$ cat config.mk
export PLATFORM = sky130hd
export DESIGN_NAME = pipe_hazard_ctrl
export DESIGN_NICKNAME = d
export VERILOG_FILES = /design/src/rtl/pipe_hazard_ctrl.sv
export SDC_FILE = /design/constraint.sdc
export NUM_CORES = 1
export LEC_CHECK = 0
export CAP_MARGIN = 25
export CORE_MARGIN = 2
export CORE_UTILIZATION = 39
export DETAILED_ROUTE_END_ITERATION = 6
export PLACE_DENSITY = 0.81
export SYNTH_ARGS = -nofsm -noshare
export SYNTH_HDL_FRONTEND = slang
export SYNTH_SLANG_ARGS = --single-unit
$ cat constraint.sdc
create_clock -name clk -period 1.5 [get_ports clk]
set_input_delay 0.15 -clock clk [delete_from_list [all_inputs] [get_ports clk]]
set_output_delay 0.15 -clock clk [all_outputs]
set_load 0.02 [all_outputs]
$ cat src/rtl/pipe_hazard_ctrl.sv
// ---------------------------------------------------------------------------
// pipe_hazard_ctrl
//   Pipeline stall/flush controller for a pipeline whose instruction and data
//   memory ports can respond in different cycles. The FSM remembers which
//   response already arrived, so the pipeline advances only once both
//   outstanding requests are satisfied. It then applies load-use stalls and
//   flushes on top of that advance.
//
// Ports
//   clk, rst_n          clock, asynchronous active-low reset
//   imem_read/imem_resp instruction port request / one-cycle response
//   dmem_read/dmem_write/dmem_resp  data port request / one-cycle response
//   load_use_stall      load-use hazard in ID
//   flush               taken branch / redirect this cycle
//   load[STAGES]        per pipeline register load enable (0 = IF/ID)
//   bubble[STAGES]      per pipeline register NOP insert (valid with load)
//   load_pc             PC load enable
//   imem_mask           instruction response already captured, do not reissue
//   stall_count         consecutive stalled cycles (saturating)
//   stall_timeout       sticky watchdog flag
//   dbg_state           current FSM state, for observation only
//
// Handshake: a memory request is open while its *_read/*_write is high. It
//   is satisfied by a single-cycle *_resp pulse. When both ports are open, the
//   pipeline advances in the cycle the later of the two responses arrives.
// ---------------------------------------------------------------------------
module pipe_hazard_ctrl #(
  parameter int STAGES      = 4,
  parameter int FLUSH_DEPTH = 3,
  parameter int CNT_W       = 8,
  parameter int TIMEOUT     = 200
) (
  input  logic              clk,
  input  logic              rst_n,
  input  logic              imem_read,
  input  logic              imem_resp,
  input  logic              dmem_read,
  input  logic              dmem_write,
  input  logic              dmem_resp,
  input  logic              load_use_stall,
  input  logic              flush,
  output logic [STAGES-1:0] load,
  output logic [STAGES-1:0] bubble,
  output logic              load_pc,
  output logic              imem_mask,
  output logic [CNT_W-1:0]  stall_count,
  output logic              stall_timeout,
  output logic [1:0]        dbg_state
);

  localparam logic [1:0] RUN    = 2'd0;
  localparam logic [1:0] WAIT_D = 2'd1; // instruction response captured
  localparam logic [1:0] WAIT_I = 2'd2; // data response captured

  localparam logic [STAGES-1:0] ALL_ONES   = {STAGES{1'b1}};
  localparam logic [STAGES-1:0] FLUSH_MASK = STAGES'((1 << FLUSH_DEPTH) - 1);
  localparam logic [STAGES-1:0] LUS_LOAD   = ALL_ONES & ~STAGES'(1);
  localparam logic [STAGES-1:0] LUS_BUBBLE = STAGES'(2);
  localparam logic [CNT_W-1:0]  TIMEOUT_V  = CNT_W'(TIMEOUT);

  logic [1:0]       state_q, state_d;
  logic [CNT_W-1:0] cnt_q, cnt_d;
  logic             timeout_q, timeout_d;
  logic             d_req;
  logic             advance;
  logic             adv_out;

  assign d_req = dmem_read | dmem_write;

  // Advance decision and next-state.
  always_comb begin
    advance = 1'b1;
    state_d = state_q;
    case (state_q)
      WAIT_D: begin
        advance = dmem_resp;
        if (dmem_resp) state_d = RUN;
      end
      WAIT_I: begin
        advance = imem_resp;
        if (imem_resp) state_d = RUN;
      end
      default: begin
        state_d = RUN;
        if (imem_read && d_req) begin
          advance = imem_resp & dmem_resp;
          if (imem_resp && !dmem_resp) state_d = WAIT_D;
          if (dmem_resp && !imem_resp) state_d = WAIT_I;
        end else if (imem_read) begin
          advance = imem_resp;
        end else if (d_req) begin
          advance = dmem_resp;
        end else begin
          advance = 1'b1;
        end
      end
    endcase
  end

  // Outputs are forced low while reset is asserted, independent of the clock.
  assign adv_out = advance & rst_n;

  // Flush beats load-use; both are ignored when not advancing because the
  // datapath keeps presenting them until the advance cycle.
  always_comb begin
    load    = '0;
    bubble  = '0;
    load_pc = 1'b0;
    if (adv_out) begin
      if (flush) begin
        load    = ALL_ONES;
        bubble  = FLUSH_MASK;
        load_pc = 1'b1;
      end else if (load_use_stall) begin
        load    = LUS_LOAD;
        bubble  = LUS_BUBBLE;
        load_pc = 1'b0;
      end else begin
        load    = ALL_ONES;
        bubble  = '0;
        load_pc = 1'b1;
      end
    end
  end

  assign imem_mask = rst_n & (state_q == WAIT_D);

  // Saturating stall counter and sticky watchdog.
  always_comb begin
    cnt_d     = cnt_q;
    timeout_d = timeout_q;
    if (advance) begin
      cnt_d = '0;
    end else begin
      if (!(&cnt_q)) cnt_d = cnt_q + CNT_W'(1);
      if (cnt_d >= TIMEOUT_V) timeout_d = 1'b1;
    end
  end

  always_ff @(posedge clk or negedge rst_n) begin
    if (!rst_n) begin
      state_q   <= RUN;
      cnt_q     <= '0;
      timeout_q <= 1'b0;
    end else begin
      state_q   <= state_d;
      cnt_q     <= cnt_d;
      timeout_q <= timeout_d;
    end
  end

  assign stall_count   = cnt_q;
  assign stall_timeout = timeout_q;
  assign dbg_state     = state_q;

endmodule

==> results of run 1 <==
==> tightest hold or removal path, stage by stage <==
cell             delay [ns]
clkdlybuf4s50_1        0.46
buf_4                  0.15
buf_4                  0.13
==> report_power, final <==
part,internal [mW],total (mW),leakage [nW],switching (mW)
clock,0.103,0.202,0.0150,0.0990
combinational,0.229,0.433,0.502,0.204
sequential,0.323,0.347,0.138,0.0237
total,0.655,0.982,0.655,0.327
==> per-layer routing <==
| layer | share of wire (%) | wire length [microns] | up-vias | global-route usage, % |
|---|---|---|---|---|
| met3 | 5.5 | 108 | 5 | 3.99 |
| met5 | 0 | 0 | - | 0 |
| li1 | - | - | 378 | - |
| met4 | 2.3 | 46 | 0 | 8.57 |
| met2 | 50 | 995 | 31 | 30.2 |
| met1 | 42 | 824 | 366 | 21.2 |
==> worst paths after layout <==
path | start | slack (ns) | to
setup / recovery | dbg_state[0]$_DFFE_PN0P_ | -0.28 | bubble[0]
hold / removal | rst_n | 0.30 | stall_count[7]$_DFF_PN0_
setup reg to reg | dbg_state[0]$_DFFE_PN0P_ | -0.21 | stall_count[1]$_DFF_PN0_
hold reg to reg | stall_timeout$_DFFE_PN0P_ | 0.48 | stall_timeout$_DFFE_PN0P_
max in group asynchronous | rst_n | 1.03 | dbg_state[0]$_DFFE_PN0P_
min in group clk | stall_timeout$_DFFE_PN0P_ | 0.48 | stall_timeout$_DFFE_PN0P_
==> stage by stage <==
step | total power [mW] | instance area [sq um]
floorplan | 0.568 | 863
global placement | 0.709 | 1170
detailed placement | 0.718 | 1170
CTS | 0.964 | 1240
global route | 1.05 | 1320
finish | 0.982 | 1320
==> synth_stat cells (all sizes together) (2+ instances only) <==
master / n
inv: 5
nor2b: 2
dfrtp: 11
nand2: 4
xnor2: 2
and3: 3
nand3: 3
a21oi: 4
nor3: 2
buf: 9
and4: 2
mux2i: 3
nand4: 4
ha: 3
nor2: 6
and2: 2
o22ai: 2
==> area by class of cell <==
type | instances | area [sq um] | area share (%)
Clock buffer | 4 | 26.3 | 1.99
Inverter | 5 | 18.8 | 1.42
Multi-Input combinational cell | 59 | 531 | 40.2
Timing Repair Buffer | 42 | 428 | 32.4
Sequential cell | 11 | 282 | 21.3
Tap cell | 27 | 33.8 | 2.56
==> logic make-up (layout without fill, tap and decap cells) <==
logic type      count (synthesis)  after routing
fa+ha+maj                       3              3
mux                             3              3
other cells                     1              1
simple gates                   34             34
compound gates                 15             15
xor+xnor                        3              3
flops                          11             11
buf+inv                        14             51
==> cells in the final DEF (no fill, tap or decap), types with 3 or more instances in the layout <==
cell type         n
nor2_1            3
buf_6            10
buf_4            11
dlygate4sd2_1     6
dfrtp_2           5
nand4_1           3
nand3_1           3
inv_1             3
dfrtp_1           6
clkbuf_4          3
nor2_2            3
mux2i_1           3
nand2_1           3
dlymetal6s2s_1    3
clkdlybuf4s50_1  10
==> sequential cells by signal, summed over array words and instances, names as in the netlist <==
signal and count:
dbg_state 2, stall_count 8, stall_timeout 1
==> repair_timing <==
item / CTS / global route
hold buffers: 0 / 0
pin swaps: 6 / 6
endpoints found under the setup margin: 17 / 22
resized for setup: 61 / 16
gates cloned: 1 / 0
setup buffers: 2 / 1
==> impl_metrics.json, run 1 <==
{
  "status": "complete, but fails checks",
  "violations": "negative setup slack",
  "yosysTopAreaCell": "dfrtp_1",
  "hold_viol": 0,
  "n_antenna_cell": 0,
  "synth_top_area_share_pct": 34.3,
  "synth_edf_count": 0,
  "syn_avg_cell_area_sq_um": 9.55,
  "fillCellCount": 150,
  "synth_xor_area_share_pct": 3.28,
  "final_max_slew_viol_count": 0,
  "startpoint_type": "flop",
  "drc": 0,
  "setup_viol": 17,
  "post_drt_wl_per_cell_microns": 13.3,
  "ys_seq_elements": 11,
  "cts_buffer_depth": 2,
  "drt-total-wl_microns": 1980,
  "place_ws_ns": -0.555,
  "numCtsBuffers": 3,
  "synthCells": 84,
  "place.port_buffers": 28,
  "arrival_ns": 1.63,
  "instances_no_fill": 148,
  "period_needed_ns": 1.78,
  "detailroute.via_count": 780,
  "synthAdderAreaFrac_pct": 4.68,
  "grt_pass1_vias": 728,
  "worst_setup_path_end_kind": "output pin",
  "clock_latency_ns": 0.26,
  "syn-cell-area_sq_um": 802,
  "path_class": "flop to output pin",
  "grt-ovfl-total": 0,
  "slowest_stage": "dfrtp_2",
  "fp.dieH_microns": 49.4,
  "synthMuxAreaShare_pct": 3.74,
  "rows": 16,
  "cts_root_buf": "clkbuf_4",
  "gp_congestion": 0.909,
  "critPathBufInv": 2,
  "postRouteAntennaNets": 0,
  "tns_ns": -3.15,
  "first_iter_violations": 6,
  "syn_to_final_growth_pct": 64.4,
  "fin_skew_ns": 0.00167,
  "core-area_sq_mm": 0.00194,
  "grtUsageTotal_pct": 17.9,
  "rsz0062_at_grt": "true",
  "synth_top_family_by_area": "simple AND/OR/NAND/NOR gates",
  "grt_pass1_wl_microns": 3290,
  "io_pins": 30,
  "synth_compound_area_share_pct": 14.0,
  "peakVddDrop_v": 0.000407,
  "post-route-util_pct": 67.9,
  "path_cells": "inv_2 > ha_4 > a221oi_4 > a21oi_4 > and3_4 > buf_6",
  "async_reset_ff_share_pct": 100,
  "period_share_pct": 119,
  "synth_flop_cell": "dfrtp_1",
  "holdWs_ns": 0.301,
  "max_freq_mhz": 562,
  "cpPeakStageDelay_ns": 0.45,
  "cellLeakagePower_nw": 0.655,
  "h-tree-depth": 1,
  "synthSimpleGateAreaFrac_pct": 29.0,
  "vias_per_cell": 5.27,
  "cts_tree": "built",
  "initial_core_util_pct": 41.3,
  "dieWidth_microns": 49.4,
  "powerDensity_mw_per_mm2": 744,
  "syn-num-nets": 96,
  "clk_pin_slew_worst_paths_ns": 0.07,
  "hold_class": "primary input to asynchronous set/reset pin",
  "dp_hpwl_microns": 1490,
  "cp.depth": 6,
  "grt_max_degree": 9,
  "path_max_fanout": 5,
  "maxCapViolations": 0,
  "rr_worst_depth": 9,
  "critical_path_required_ns": 1.35,
  "synth_warnings": 0,
  "synthTopCellsByArea": "dfrtp_1 (34%), buf_4 (7.5%), ha_1 (4.7%)",
  "ys_seq_area_share_pct": 34.3,
  "drt-pass1-iter-count": 4,
  "post_synth_num_cell_types": 40,
  "cpLargestDelayFamily": "flip-flops",
  "fin_ws_ns": -0.280,
  "clkSinkCount": 11,
  "place_inst": 140,
  "antenna_found_initial": 0,
  "layout-drive-gt1-share_pct": 43.0,
  "dieArea_sq_mm": 0.00244,
  "final_nets": 134
}
Power figures use the tool's default switching activity.
==> inputs of run 2 (changes only) <==
--- a/config.mk
+++ b/config.mk
@@ -10,6 +10,7 @@
 export CORE_UTILIZATION = 39
 export DETAILED_ROUTE_END_ITERATION = 6
 export PLACE_DENSITY = 0.81
+export SETUP_SLACK_MARGIN = 0.4
 export SYNTH_ARGS = -nofsm -noshare
 export SYNTH_HDL_FRONTEND = slang
 export SYNTH_SLANG_ARGS = --single-unit
==> impl_metrics.json, run 2 (synthesized netlist as in run 1, its figures left out) <==
{
  "drc": 0,
  "layout-drive-gt1-share_pct": 62.3,
  "period_needed_ns": 1.88,
  "rrSetupSlack_ns": -0.15,
  "final_cell_mix": "buf_4 (18), buf_6 (13), dfrtp_2 (8), clkdlybuf4s50_1 (8), buf_2 (8)",
  "period_share_pct": 126,
  "initial_core_util_pct": 41.3,
  "hold_class": "primary input to asynchronous set/reset pin",
  "clock_latency_ns": 0.28,
  "h-tree-depth": 1,
  "grt_busiest_layer": "met2",
  "fin_ws_ns": -0.383,
  "slowest_stage": "dfrtp_2",
  "first_iter_violations": 24,
  "post_drt_wl_per_cell_microns": 16.0,
  "fin_skew_ns": 0.00327,
  "numCtsBuffers": 3,
  "grtUsageMet2_pct": 37.4,
  "max_freq_mhz": 531,
  "cts_root_buf": "clkbuf_4",
  "path_cells": "inv_2 > ha_4 > a221oi_2 > a21oi_2 > buf_4 > and3_4 > buf_6",
  "violations": "negative setup slack",
  "cpLargestDelayFamily": "flip-flops",
  "holdWs_ns": 0.298,
  "path_max_fanout": 3,
  "groute.layer.met1.usage_pct": 21.3,
  "core-area_sq_mm": 0.00194,
  "clk_pin_slew_worst_paths_ns": 0.07,
  "maxCapViolations": 0,
  "cts_tree": "built",
  "status": "complete, but fails checks",
  "final_max_slew_viol_count": 0,
  "rsz0062_at_grt": "true",
  "place.port_buffers": 28,
  "grt_pass1_vias": 801,
  "grtUsageTotal_pct": 20.1,
  "grt-ovfl-total": 0,
  "critPathBufInv": 3,
  "largest_reg_flops": 8,
  "postRouteAntennaNets": 0,
  "grt_pass1_wl_microns": 3640,
  "fp.dieH_microns": 49.4,
  "gp_congestion": 0.846,
  "final_nets": 143,
  "vias_per_cell": 5.32,
  "cellLeakagePower_nw": 0.645,
  "arrival_ns": 1.73,
  "powerDensity_mw_per_mm2": 738,
  "ctsHoldBuffers": 0,
  "drt-total-wl_microns": 2510,
  "startpoint_type": "flop",
  "path_class": "flop to output pin",
  "drt-pass1-iter-count": 4,
  "cpPeakStageDelay_ns": 0.45,
  "io_pins": 30,
  "critical_path_required_ns": 1.35,
  "worst_setup_path_end_kind": "output pin",
  "rows": 16,
  "final_common_cell": "buf_4",
  "place_ws_ns": -0.542,
  "dp_hpwl_microns": 1560,
  "peakVddDrop_v": 0.000502,
  "post-route-util_pct": 70.6,
  "syn_to_final_growth_pct": 70.8,
  "antenna_found_initial": 0,
  "hold_viol": 0,
  "clkSinkCount": 11,
  "setup_viol": 18,
  "n_antenna_cell": 0,
  "detailroute.via_count": 835,
  "grt_max_degree": 10,
  "dieWidth_microns": 49.4,
  "dieArea_sq_mm": 0.00244,
  "cts_buffer_depth": 2,
  "met3_usage_pct": 5.52
}
## run 2: changes by cell type in the layout (fill, tap and decap cells not counted), moves of 2 or more
cell,previous run,this run
dlymetal6s2s_1,3,0
buf_6,10,13
dfrtp_1,6,3
buf_2,0,8
clkdlybuf4s50_1,10,8
dlygate4sd2_1,6,0
a21oi_2,1,3
dfrtp_2,5,8
clkbuf_2,0,2
buf_4,11,18
## run 2: power by group
part           switching [mW]  internal [mW]  total [mW]  leakage, nW
Sequential             0.0397          0.325       0.365        0.133
Clock                   0.112          0.104       0.216       0.0150
Combinational           0.205          0.225       0.430        0.498
## run 2: final cells by class
class                      instances  area, sq um
inverter                           5         18.8
clock buffer                       4         26.3
sequential                        11          285
multi-input combinational         59          554
timing repair buffer              51          452
fill                             154          572
tap                               27         33.8
## run 2: through the flow
step                      cells  TNS [ns]  instance area [sq um]  total power, mW
after floorplan              84    -0.349                    885            0.584
after global placement      140     -3.93                   1190            0.703
after CTS                   153     -2.71                   1300            0.947
final                       157     -3.52                   1370             1.01
after detailed placement    140     -4.43                   1190            0.718
after global routing        157     -4.26                   1370             1.07
## run 2: layer usage
layer  share of wire [%]  wire length (microns)
met2                  55                   1370
met4                 2.1                     53
met1                  37                    937
met5                   0                      0
met3                 5.8                    146
## run 2: path summary, 6_finish.rpt
| kind | end | start | cells past startpoint |
|---|---|---|---|
| max | bubble[0] | dbg_state[0]$_DFFE_PN0P_ | 7 |
| max reg2reg | stall_count[7]$_DFF_PN0_ | dbg_state[0]$_DFFE_PN0P_ | 8 |
| min reg2reg | stall_timeout$_DFFE_PN0P_ | stall_timeout$_DFFE_PN0P_ | 2 |
| max in group asynchronous | stall_count[1]$_DFF_PN0_ | rst_n | 3 |
| min | dbg_state[0]$_DFFE_PN0P_ | rst_n | 3 |
| min in group clk | stall_timeout$_DFFE_PN0P_ | stall_timeout$_DFFE_PN0P_ | 2 |
## run 2: tightest hold or removal path, cell delays in order
cell	delay [ns]
clkdlybuf4s50_1	0.46
buf_4	0.15
buf_4	0.15
## run 2: repair_timing
action                                 in CTS  in global routing
setup endpoints to repair                  31                 23
gates resized for setup                   108                 11
endpoints found under the hold margin       0                  0
pin swaps                                   3                  1
buffers inserted                            9                  3
gates cloned                                0                  1
==> inputs of run 3 (changes only) <==
--- a/config.mk
+++ b/config.mk
@@ -9,6 +9,7 @@
 export CORE_MARGIN = 2
 export CORE_UTILIZATION = 39
 export DETAILED_ROUTE_END_ITERATION = 6
+export GPL_TIMING_DRIVEN = 1
 export PLACE_DENSITY = 0.81
 export SETUP_SLACK_MARGIN = 0.4
 export SYNTH_ARGS = -nofsm -noshare
==> results of run 3 <==
No change in the layout: final DEF, timing and power equal those of run 2.
